==> src/rtl/uart_pkg.sv <==
`default_nettype none
// ============================================================================
//  Module      : uart_pkg
//  Description : Shared types and constants for the UART TX (and future RX)
//                blocks: FSM state encoding and 8N1 frame constants.
//  Revision    : 1.0 - initial release
// ============================================================================
package uart_pkg;

  typedef enum logic [2:0] {
    ST_IDLE  = 3'd0,
    ST_START = 3'd1,
    ST_DATA  = 3'd2,
    ST_STOP  = 3'd3,
    ST_BREAK = 3'd4,
    ST_MARK  = 3'd5
  } uart_tx_state_e;

  localparam int   UART_DATA_BITS      = 8;
  localparam int   UART_BREAK_MIN_BITS = 11;
  localparam logic UART_IDLE_LEVEL     = 1'b1;

endpackage
`default_nettype wire

==> src/rtl/uart_sync_fifo.sv <==
`default_nettype none
// ============================================================================
//  Module      : uart_sync_fifo
//  Description : Single-clock FIFO with occupancy level, full and empty flags.
//                Head entry is presented combinationally on pop_data_o.
//                DEPTH must be a power of two so pointers wrap naturally.
//  Revision    : 1.0 - initial release
// ============================================================================
module uart_sync_fifo #(
  parameter int DEPTH = 16,
  parameter int WIDTH = 8,
  parameter int LVL_W = $clog2(DEPTH + 1)
) (
  input  logic             clk_i,
  input  logic             rstn_i,
  input  logic             push_i,
  input  logic [WIDTH-1:0] push_data_i,
  input  logic             pop_i,
  output logic [WIDTH-1:0] pop_data_o,
  output logic [LVL_W-1:0] level_o,
  output logic             full_o,
  output logic             empty_o
);

  localparam int AW = $clog2(DEPTH);

  logic [WIDTH-1:0] mem_q [DEPTH];
  logic [AW-1:0]    wr_ptr_q;
  logic [AW-1:0]    rd_ptr_q;
  logic [LVL_W-1:0] level_q;
  logic             push_ok;
  logic             pop_ok;

  assign full_o     = (level_q == LVL_W'(DEPTH));
  assign empty_o    = (level_q == '0);
  assign level_o    = level_q;
  assign pop_data_o = mem_q[rd_ptr_q];
  // Requests against a full/empty FIFO are silently ignored.
  assign push_ok    = push_i && !full_o;
  assign pop_ok     = pop_i && !empty_o;

  // Storage array; contents need no reset since level gates every read.
  always_ff @(posedge clk_i) begin
    if (push_ok) begin
      mem_q[wr_ptr_q] <= push_data_i;
    end
  end

  // Pointer and level bookkeeping; simultaneous push and pop keep the level.
  always_ff @(posedge clk_i or negedge rstn_i) begin
    if (!rstn_i) begin
      wr_ptr_q <= '0;
      rd_ptr_q <= '0;
      level_q  <= '0;
    end else begin
      if (push_ok) wr_ptr_q <= wr_ptr_q + AW'(1);
      if (pop_ok)  rd_ptr_q <= rd_ptr_q + AW'(1);
      case ({push_ok, pop_ok})
        2'b10:   level_q <= level_q + LVL_W'(1);
        2'b01:   level_q <= level_q - LVL_W'(1);
        default: level_q <= level_q;
      endcase
    end
  end

endmodule
`default_nettype wire

==> src/rtl/uart_tx_serializer.sv <==
`default_nettype none
// ============================================================================
//  Module      : uart_tx_serializer
//  Description : 8N1 UART transmitter with a byte FIFO, programmable bit
//                period (baud_div_i+1 clocks) and line BREAK generation.
//                txd_o is driven from a register so the pad never glitches.
//  Revision    : 1.0 - initial release
// ============================================================================
module uart_tx_serializer
  import uart_pkg::*;
#(
  parameter int FIFO_DEPTH = 16,
  parameter int DIV_W      = 16,
  parameter int LVL_W      = $clog2(FIFO_DEPTH + 1)
) (
  input  logic             clk_i,
  input  logic             rstn_i,
  input  logic [DIV_W-1:0] baud_div_i,
  input  logic             wr_valid_i,
  input  logic [7:0]       wr_data_i,
  output logic             wr_ready_o,
  input  logic             break_i,
  output logic             txd_o,
  output logic             busy_o,
  output logic [LVL_W-1:0] fifo_level_o,
  output logic             tx_done_o
);

  localparam logic [2:0] LAST_DATA_BIT  = 3'(UART_DATA_BITS - 1);
  localparam logic [3:0] LAST_BREAK_BIT = 4'(UART_BREAK_MIN_BITS - 1);

  uart_tx_state_e   state_q;
  logic [DIV_W-1:0] div_q;      // divisor latched at frame/break start
  logic [DIV_W-1:0] cnt_q;      // bit-period down-counter
  logic [7:0]       shift_q;
  logic [2:0]       bit_cnt_q;
  logic [3:0]       brk_cnt_q;  // completed break bits, saturates at min-1
  logic             txd_q;
  logic             tx_done_q;

  logic             bit_tick;
  logic             fifo_pop;
  logic             fifo_full;
  logic             fifo_empty;
  logic [7:0]       fifo_head;

  assign bit_tick = (cnt_q == '0);
  // A byte leaves the FIFO only when a new frame starts; break wins over data.
  assign fifo_pop = !fifo_empty && !break_i &&
                    ((state_q == ST_IDLE) || ((state_q == ST_STOP) && bit_tick));

  uart_sync_fifo #(
    .DEPTH (FIFO_DEPTH),
    .WIDTH (8),
    .LVL_W (LVL_W)
  ) u_fifo (
    .clk_i       (clk_i),
    .rstn_i      (rstn_i),
    .push_i      (wr_valid_i),
    .push_data_i (wr_data_i),
    .pop_i       (fifo_pop),
    .pop_data_o  (fifo_head),
    .level_o     (fifo_level_o),
    .full_o      (fifo_full),
    .empty_o     (fifo_empty)
  );

  assign wr_ready_o = !fifo_full;
  assign busy_o     = (state_q != ST_IDLE) || !fifo_empty;
  assign txd_o      = txd_q;
  assign tx_done_o  = tx_done_q;

  // Frame FSM with bit timer; txd is set on the same edge the state changes.
  always_ff @(posedge clk_i or negedge rstn_i) begin
    if (!rstn_i) begin
      state_q   <= ST_IDLE;
      div_q     <= '0;
      cnt_q     <= '0;
      shift_q   <= '0;
      bit_cnt_q <= '0;
      brk_cnt_q <= '0;
      txd_q     <= UART_IDLE_LEVEL;
      tx_done_q <= 1'b0;
    end else begin
      tx_done_q <= 1'b0;
      if ((state_q != ST_IDLE) && !bit_tick) begin
        cnt_q <= cnt_q - DIV_W'(1);
      end
      case (state_q)
        ST_IDLE: begin
          if (break_i) begin
            state_q   <= ST_BREAK;
            txd_q     <= 1'b0;
            div_q     <= baud_div_i;
            cnt_q     <= baud_div_i;
            brk_cnt_q <= '0;
          end else if (!fifo_empty) begin
            state_q <= ST_START;
            txd_q   <= 1'b0;
            shift_q <= fifo_head;
            div_q   <= baud_div_i;
            cnt_q   <= baud_div_i;
          end
        end
        ST_START: begin
          if (bit_tick) begin
            state_q   <= ST_DATA;
            txd_q     <= shift_q[0];
            bit_cnt_q <= '0;
            cnt_q     <= div_q;
          end
        end
        ST_DATA: begin
          if (bit_tick) begin
            cnt_q   <= div_q;
            shift_q <= {1'b0, shift_q[7:1]};
            if (bit_cnt_q == LAST_DATA_BIT) begin
              state_q <= ST_STOP;
              txd_q   <= 1'b1;
            end else begin
              bit_cnt_q <= bit_cnt_q + 3'd1;
              txd_q     <= shift_q[1];
            end
          end
        end
        ST_STOP: begin
          if (bit_tick) begin
            tx_done_q <= 1'b1;
            if (break_i) begin
              state_q   <= ST_BREAK;
              txd_q     <= 1'b0;
              div_q     <= baud_div_i;
              cnt_q     <= baud_div_i;
              brk_cnt_q <= '0;
            end else if (!fifo_empty) begin
              // Back-to-back frame: start bit follows stop bit directly.
              state_q <= ST_START;
              txd_q   <= 1'b0;
              shift_q <= fifo_head;
              div_q   <= baud_div_i;
              cnt_q   <= baud_div_i;
            end else begin
              state_q <= ST_IDLE;
              txd_q   <= UART_IDLE_LEVEL;
            end
          end
        end
        ST_BREAK: begin
          if (bit_tick) begin
            cnt_q <= div_q;
            if (brk_cnt_q != LAST_BREAK_BIT) begin
              brk_cnt_q <= brk_cnt_q + 4'd1;
            end else if (!break_i) begin
              state_q <= ST_MARK;
              txd_q   <= 1'b1;
            end
          end
        end
        ST_MARK: begin
          if (bit_tick) begin
            state_q <= ST_IDLE;
            txd_q   <= UART_IDLE_LEVEL;
          end
        end
        default: begin
          state_q <= ST_IDLE;
          txd_q   <= UART_IDLE_LEVEL;
        end
      endcase
    end
  end

endmodule
`default_nettype wire
==> config.mk <==
export PLATFORM = sky130hd
export DESIGN_NAME = uart_tx_serializer
export DESIGN_NICKNAME = d
export VERILOG_FILES = /design/src/rtl/uart_pkg.sv /design/src/rtl/uart_sync_fifo.sv /design/src/rtl/uart_tx_serializer.sv
export SDC_FILE = /design/constraint.sdc
export NUM_CORES = 1
export LEC_CHECK = 0
export BUFFER_PORTS_ARGS = -buffer_cell sky130_fd_sc_hd__buf_2
export CORE_MARGIN = 4
export CORE_UTILIZATION = 40
export DETAILED_ROUTE_END_ITERATION = 8
export MAX_ROUTING_LAYER = met4
export PLACE_DENSITY = 0.56
export SETUP_SLACK_MARGIN = 0.5
export SLEW_MARGIN = 25
export SYNTH_ARGS = -nofsm -noshare
export SYNTH_HDL_FRONTEND = slang
export SYNTH_SLANG_ARGS = --single-unit
==> constraint.sdc <==
create_clock -name clk_i -period 3.5 [get_ports clk_i]
set_clock_uncertainty 0.1 [all_clocks]
set_input_delay 1.05 -clock clk_i [delete_from_list [all_inputs] [get_ports clk_i]]
set_output_delay 1.05 -clock clk_i [all_outputs]
set_load 0.005 [all_outputs]
**Yosys cells after proc, flatten, opt, wreduce, memory -nomap -nowiden**

Memories as Yosys holds them, arrays and structs flattened.
Cells that the tools add are included.

- Memory bits (writable): 128
- Bits in latches: 0
- Word-level logic and storage cells: 122
- Output and inout bits: 9
- Memories: 1
- Register bits: 65
- Memory bits (read-only): 0
- Input bits: 28

- Add/subtract/negate cells: 7
- Reduce and logical (&&, ||, !) cells: 28
- Order comparisons: 0
- Multipliers: 0
- Muxes and demuxes: 54
- Divide/modulo/power cells: 0
- Shift operators: 0
- Equal/unequal tests: 21
- Bitwise operators: 0

Memories:

| memory | words | width | read ports | clocked after Yosys merged registers in | wr ports | line | RTL |
|---|---|---|---|---|---|---|---|
| u_fifo.mem_q | 16 | 8 | 1 | 0 | 1 | uart_sync_fifo.sv:27 | `logic [WIDTH-1:0] mem_q [DEPTH];` |

Operator list:

| cell | count |
|---|---|
| $mux W16 | 8 |
| $pmux W16 S3 | 1 |
| $mux W3 | 13 |
| $mux W8 | 4 |
| $pmux W16 S2 | 1 |
| $pmux W8 S3 | 1 |
| $ne A2 B2 Y1 const B | 10 |
| $pmux W3 S6 | 1 |
| $mux W1 | 17 |
| $logic_not A16 Y1 | 1 |
| $mux W4 | 4 |
| $sub A16 B1 Y16 const B | 1 |
| $add A4 B1 Y4 const B | 3 |
| $pmux W4 S3 | 1 |
| $pmux W5 S2 | 1 |
| $eq A3 B3 Y1 const B | 3 |
| $reduce_and A9 Y1 | 1 |
| $reduce_bool A3 Y1 | 3 |
| $reduce_and A4 Y1 | 2 |
| $reduce_and A8 Y1 | 1 |
| $eq A3 B2 Y1 const B | 2 |
| $logic_and A1 B1 Y1 | 6 |
| $pmux W1 S6 | 1 |
| $pmux W3 S2 | 1 |
| 17 further kinds | 23 |

**Depth between registers and ports, before layout**

- Depth after elaboration: 8
- Mapped depth: 16
- Gate-level depth less buffers: 15

**Modules after synthesis**

Synthesis repeated with hierarchy kept, for this count alone.

- Cells, all modules: 666
- Area, all modules: 8,755.9 um2

By module, submodules not included:

| module | area an instance (um2) | cells each | seq. area each (um2) | instances |
|---|---|---|---|---|
| uart_sync_fifo | 5,779.3 | 332 | 4,169.0 | 1 |
| uart_tx_serializer | 2,976.6 | 334 | 1,302.5 | 1 |

**Least setup slack after synthesis**

Ideal clock, no wire load.

- Kind: register -> register
- Start: register cnt_q[0]
- End: register u_fifo.level_q[4], in the netlist u_fifo.level_o[4]
- Required time: 3,320 ps
- Slack: -202 ps
- Setup time: 80 ps
- Buffers on the path: 1
- Clock period less this slack: 3,702 ps
- Data arrival time: 3,522 ps
- Cell stages (with the launch flop): 17
- Cell sequence: dfrtp_1 -> inv_1 -> ha_1 -> or3b_2 -> or4_4 -> o21ai_1 -> buf_2 -> nand2_1 -> inv_1 -> ha_1 -> inv_1 -> fa_1 -> nor2b_1 -> o21ai_0 -> and3_1 -> nor3_1 -> xnor2_1

- Longest elaborated chain between the ends: 7
- Elaborated cells on any way between the ends: 9
- Classes of those cells: eq/ne (2); mux (1); reduce/logical (6)

Ends and longest elaborated chain:

| element | line | RTL |
|---|---|---|
| start: declaration | uart_tx_serializer.sv:34 | `logic [DIV_W-1:0] cnt_q;` |
| start signal: assignment | uart_tx_serializer.sv:87 | `cnt_q <= cnt_q - DIV_W'(1);` |
| start signal: assignment | uart_tx_serializer.sv:95 | `cnt_q <= baud_div_i;` |
| start signal: assignment | uart_tx_serializer.sv:102 | `cnt_q <= baud_div_i;` |
| $logic_not A16 Y1 * | uart_tx_serializer.sv:47 | `assign bit_tick = (cnt_q == '0);` |
| $logic_and A1 B1 Y1 * | uart_tx_serializer.sv:50 | `((state_q == ST_IDLE) \|\| ((state_q == ST_STOP) && bit_tick));` |
| $logic_or A1 B1 Y1 * | uart_tx_serializer.sv:50 |  |
| $logic_and A1 B1 Y1 * | uart_tx_serializer.sv:49 | `assign fifo_pop = !fifo_empty && !break_i &&` |
| $logic_and A1 B1 Y1 * | uart_sync_fifo.sv:40 | `assign pop_ok = pop_i && !empty_o;` |
| net u_fifo.pop_ok | uart_sync_fifo.sv:32 | `logic pop_ok;` |
| $eq A2 B1 Y1 or $eq A2 B2 Y1 (tied branches) | uart_sync_fifo.sv:58 | `case ({push_ok, pop_ok})` |
| $pmux W5 S2 or $reduce_bool A2 Y1 (tied branches) | -- |  |
| end signal: assignment | uart_sync_fifo.sv:59 | `2'b10: level_q <= level_q + LVL_W'(1);` |
| end signal: assignment | uart_sync_fifo.sv:60 | `2'b01: level_q <= level_q - LVL_W'(1);` |
| end signal: assignment | uart_sync_fifo.sv:61 | `default: level_q <= level_q;` |
| end: declaration | uart_sync_fifo.sv:30 | `logic [LVL_W-1:0] level_q;` |

The timed path passes the listed nets; every way through them passes the cells marked *.
A chain may end at the register's enable or synchronous reset.

**Worst setup path in the final report**

- Start: register cnt_q[8]
- End: register u_fifo.level_q[4], in the netlist u_fifo.level_o[4]

Same word-level chain as after synthesis.

==> metrics.cfg <==
[cts]
cts_hold_buffers = 0
cts_htree_levels = 4
numCtsBuffers = 17
cts_sinks = 193
cts_tree = yes
clk_latency_ps = 430
clockRootBuffer = clkbuf_16
clockBufferDepth = 2
clk_pin_slew_ps = 80

[die]
row_count = 53
ios = 37
dieArea_um2 = 24200
start_util = 0.410
core_um2 = 21200
die_x_um = 156
die_h_um = 156

[routing]
highest_layer = met4
ant_nets = 0
dr_wl_met3_um = 825
wl_per_cell_um = 20.6
vias = 5432
routed-wl-met2_mm = 9.98
first_pass_iters = 7
met1_length_mm = 8.79
drc = 0
totalWireLength_mm = 19.9
initialDrtViolationCount = 308
vias_per_cell = 5.64

[synthesis]
synth_most_common_cell = edfxtp_1
async_reset_ff_frac = 0.337
yosys_warnings = 0
syn_avg_cell_area_um2 = 14.6
synth_area_leaders = edfxtp_1 44%, dfrtp_1 18%, mux4_2 8.5%, mux2_2 3.0%, ha_1 2.0%
seq_area_frac_synth = 0.628
synth.distinct_cells = 63
synth-seq-cells = 193
yosysTopAreaCell = edfxtp_1
syn_nets = 641
synth_top_area_share = 0.441
synth-edff-count = 128
syn_area_um2 = 8710
synth_top_flop_cell = edfxtp_1
synth_common_cells = 128 x edfxtp_1, 64 x dfrtp_1, 38 x nand2_1
syn_inst = 598

[power_and_ir_drop]
combPwrFrac = 0.206
internal_power_mw = 4.38
p_sw_frac = 0.295
p_clk_frac = 0.315
peakVddDrop_uv = 257
p_switching_mw = 1.83
seq_power_share = 0.479
p_leak_nw = 3.71
powerDensity_nw_per_um2 = 610

[final_layout]
drive_gt1_frac = 0.302
antenna_cells = 0
nets = 718
area_growth_pct = 17.1
fin_cells = 963
fillCellCount = 1844
multi_input_area_um2 = 3100
seq_area_um2 = 5470

[critical_path]
r2r-start = cnt_q[8]$_DFF_PN0_
crit_family = simple AND/OR/NAND/NOR gates
crit_path_end_kind = flop
crit_arrival_ps = 3440
r2r-end = u_fifo.level_o[4]$_DFFE_PN0P_
critPathCapture = u_fifo.level_o[4]$_DFFE_PN0P_
start_kind = flop
cp-startpoint = cnt_q[8]$_DFF_PN0_
cp_max_fo = 4
path_depth = 13
cp_num_buf_inv = 2
cp_slowest_stage_delay_ps = 570
cpMaxStageDelayCell = or4_4
reg2reg_slack_ps = 310
reg2reg_depth = 13
cp.required_ps = 3750
path_cells = or4_4, or4_4, o21ai_4, nand2_4, inv_2, ha_4, inv_2, fa_2, nor2b_2, o21ai_1, and3_1, nor3_2, xnor2_1
crit_type = flop to flop

[sta]
setup-tns-final_ps = 0
final_max_slew_viol_count = 0
max_freq_ghz = 0.313
post-route-period-util = 0.912
hold_violations = 0
worst_pin_slew_ps = 937
grt_setup_unrepaired = yes
fin_crit_ps = 3190
setup_viol = 0
relSlewSlack = 0.375

[outcome]
status = finished, final reports clean

[global_route]
globalRouteTotalUtil = 0.174
grt_pass1_wl_mm = 31.6
grt_max_degree = 39
antenna_found_initial = 0
grt_pass1_vias = 5615
grt_overflow = 0

[placement]
dp.cells = 920
portBuffers = 36
hpwl_mm = 13.3
place_congestion = 0.888

[hold_path]
min_path_type = flop to flop
holdPathStages = 1
min_from = div_q[5]$_DFFE_PN0P_

[flow_run]
maxCapViolCount = 0

-- worst reg2reg max path, stage by stage (launching register included) --
cell	delay (ps)
dfrtp_1	410
or4_4	560
or4_4	570
o21ai_4	190
nand2_4	70
inv_2	70
ha_4	130
inv_2	50
fa_2	350
nor2b_2	110
o21ai_1	70
and3_1	160
nor3_2	160
xnor2_1	130
-- cells in the final DEF (no fill, tap or decap), types with 4 or more instances in the layout --
cell type,instances
edfxtp_1,128
dfrtp_1,63
buf_4,51
nand2_1,37
buf_2,36
mux4_2,33
nor2_1,26
mux2_2,23
o21ai_0,20
nand3_1,17
clkbuf_16,17
nor3_1,15
inv_1,13
xnor2_1,13
or4_1,11
ha_1,11
mux2i_1,10
a31oi_1,8
a221o_1,8
o211ai_1,7
o31ai_1,6
a22oi_1,6
a21oi_1,6
a21o_1,6
o22ai_1,6
nor4_1,5
xor2_1,5
nand2b_1,5
and3_1,5
inv_2,4
o21ai_1,4
or3_1,4
nand4_1,4
-- per-stage QoR --
step	instance area [um2]	total power, mW	setup WS [ps]	util	hold slack, ps
global placement	9480	4.17	201	0.447	360
CTS	10200	6.25	276	0.479	388
global route	10200	6.54	193	0.480	401
detailed placement	9480	4.22	172	0.447	370
finish	10200	6.22	309	0.480	385
floorplan	8770	3.77	186	-	350
-- state kept, by name, summed over array words and instances (netlist names), 4 cells and up --
signal,cells
brk_cnt_q,4
cnt_q,16
div_q,16
shift_q,8
u_fifo.level_o,5
u_fifo.mem_q,128
u_fifo.rd_ptr_q,4
u_fifo.wr_ptr_q,4
-- cell families (layout without fill, tap and decap cells) --
| group | after synthesis | in the layout | synth area share |
|---|---|---|---|
| flops | 193 | 193 | 0.628 |
| simple gates | 158 | 158 | 0.100 |
| compound gates | 99 | 99 | 0.0798 |
| mux | 66 | 66 | 0.127 |
| buf+inv | 49 | 139 | 0.0247 |
| xor+xnor | 18 | 18 | 0.0181 |
| fa+ha+maj | 15 | 15 | 0.0224 |
-- area by class of cell --
class                      count  share of cell area
timing repair buffer          90              0.0603
clock buffer                  18              0.0421
inverter                      17             0.00626
tap                          275              0.0338
clock inverter                14              0.0166
sequential                   193               0.537
multi-input combinational    356               0.304
-- power groups by stage --
stage / combinational [mW] / sequential, mW / clock (mW)
after floorplan: 0.819 / 2.95 / 0
after global placement: 1.17 / 3.00 / 0
after detailed placement: 1.20 / 3.03 / 0
after CTS: 1.26 / 2.98 / 2.01
after global routing: 1.41 / 3.02 / 2.11
final: 1.28 / 2.98 / 1.96
-- per-layer routing --
metal	global-route usage	vias to the layer above
li1	-	2494
met1	0.228	2803
met2	0.279	116
met3	0.0358	19
met4	0.0475	0
met5	-	-
-- how the worst min path moves through the flow --
stage	slack, ps	endpoint
after floorplan	350	div_q[5]$_DFFE_PN0P_
after global placement	360	div_q[5]$_DFFE_PN0P_
after detailed placement	370	div_q[5]$_DFFE_PN0P_
after CTS	390	div_q[5]$_DFFE_PN0P_
after global routing	400	div_q[5]$_DFFE_PN0P_
final	380	div_q[5]$_DFFE_PN0P_
-- repair_timing --
| item | CTS | global route |
|---|---|---|
| endpoints found under the setup margin | 11 | 14 |
| gates resized for setup | 4 | 3 |
| buffers inserted | 9 | 2 |
| hold endpoints to repair | 0 | 0 |
| pin swaps | 8 | 8 |
Note: power is estimated with default switching activity, not from simulation.
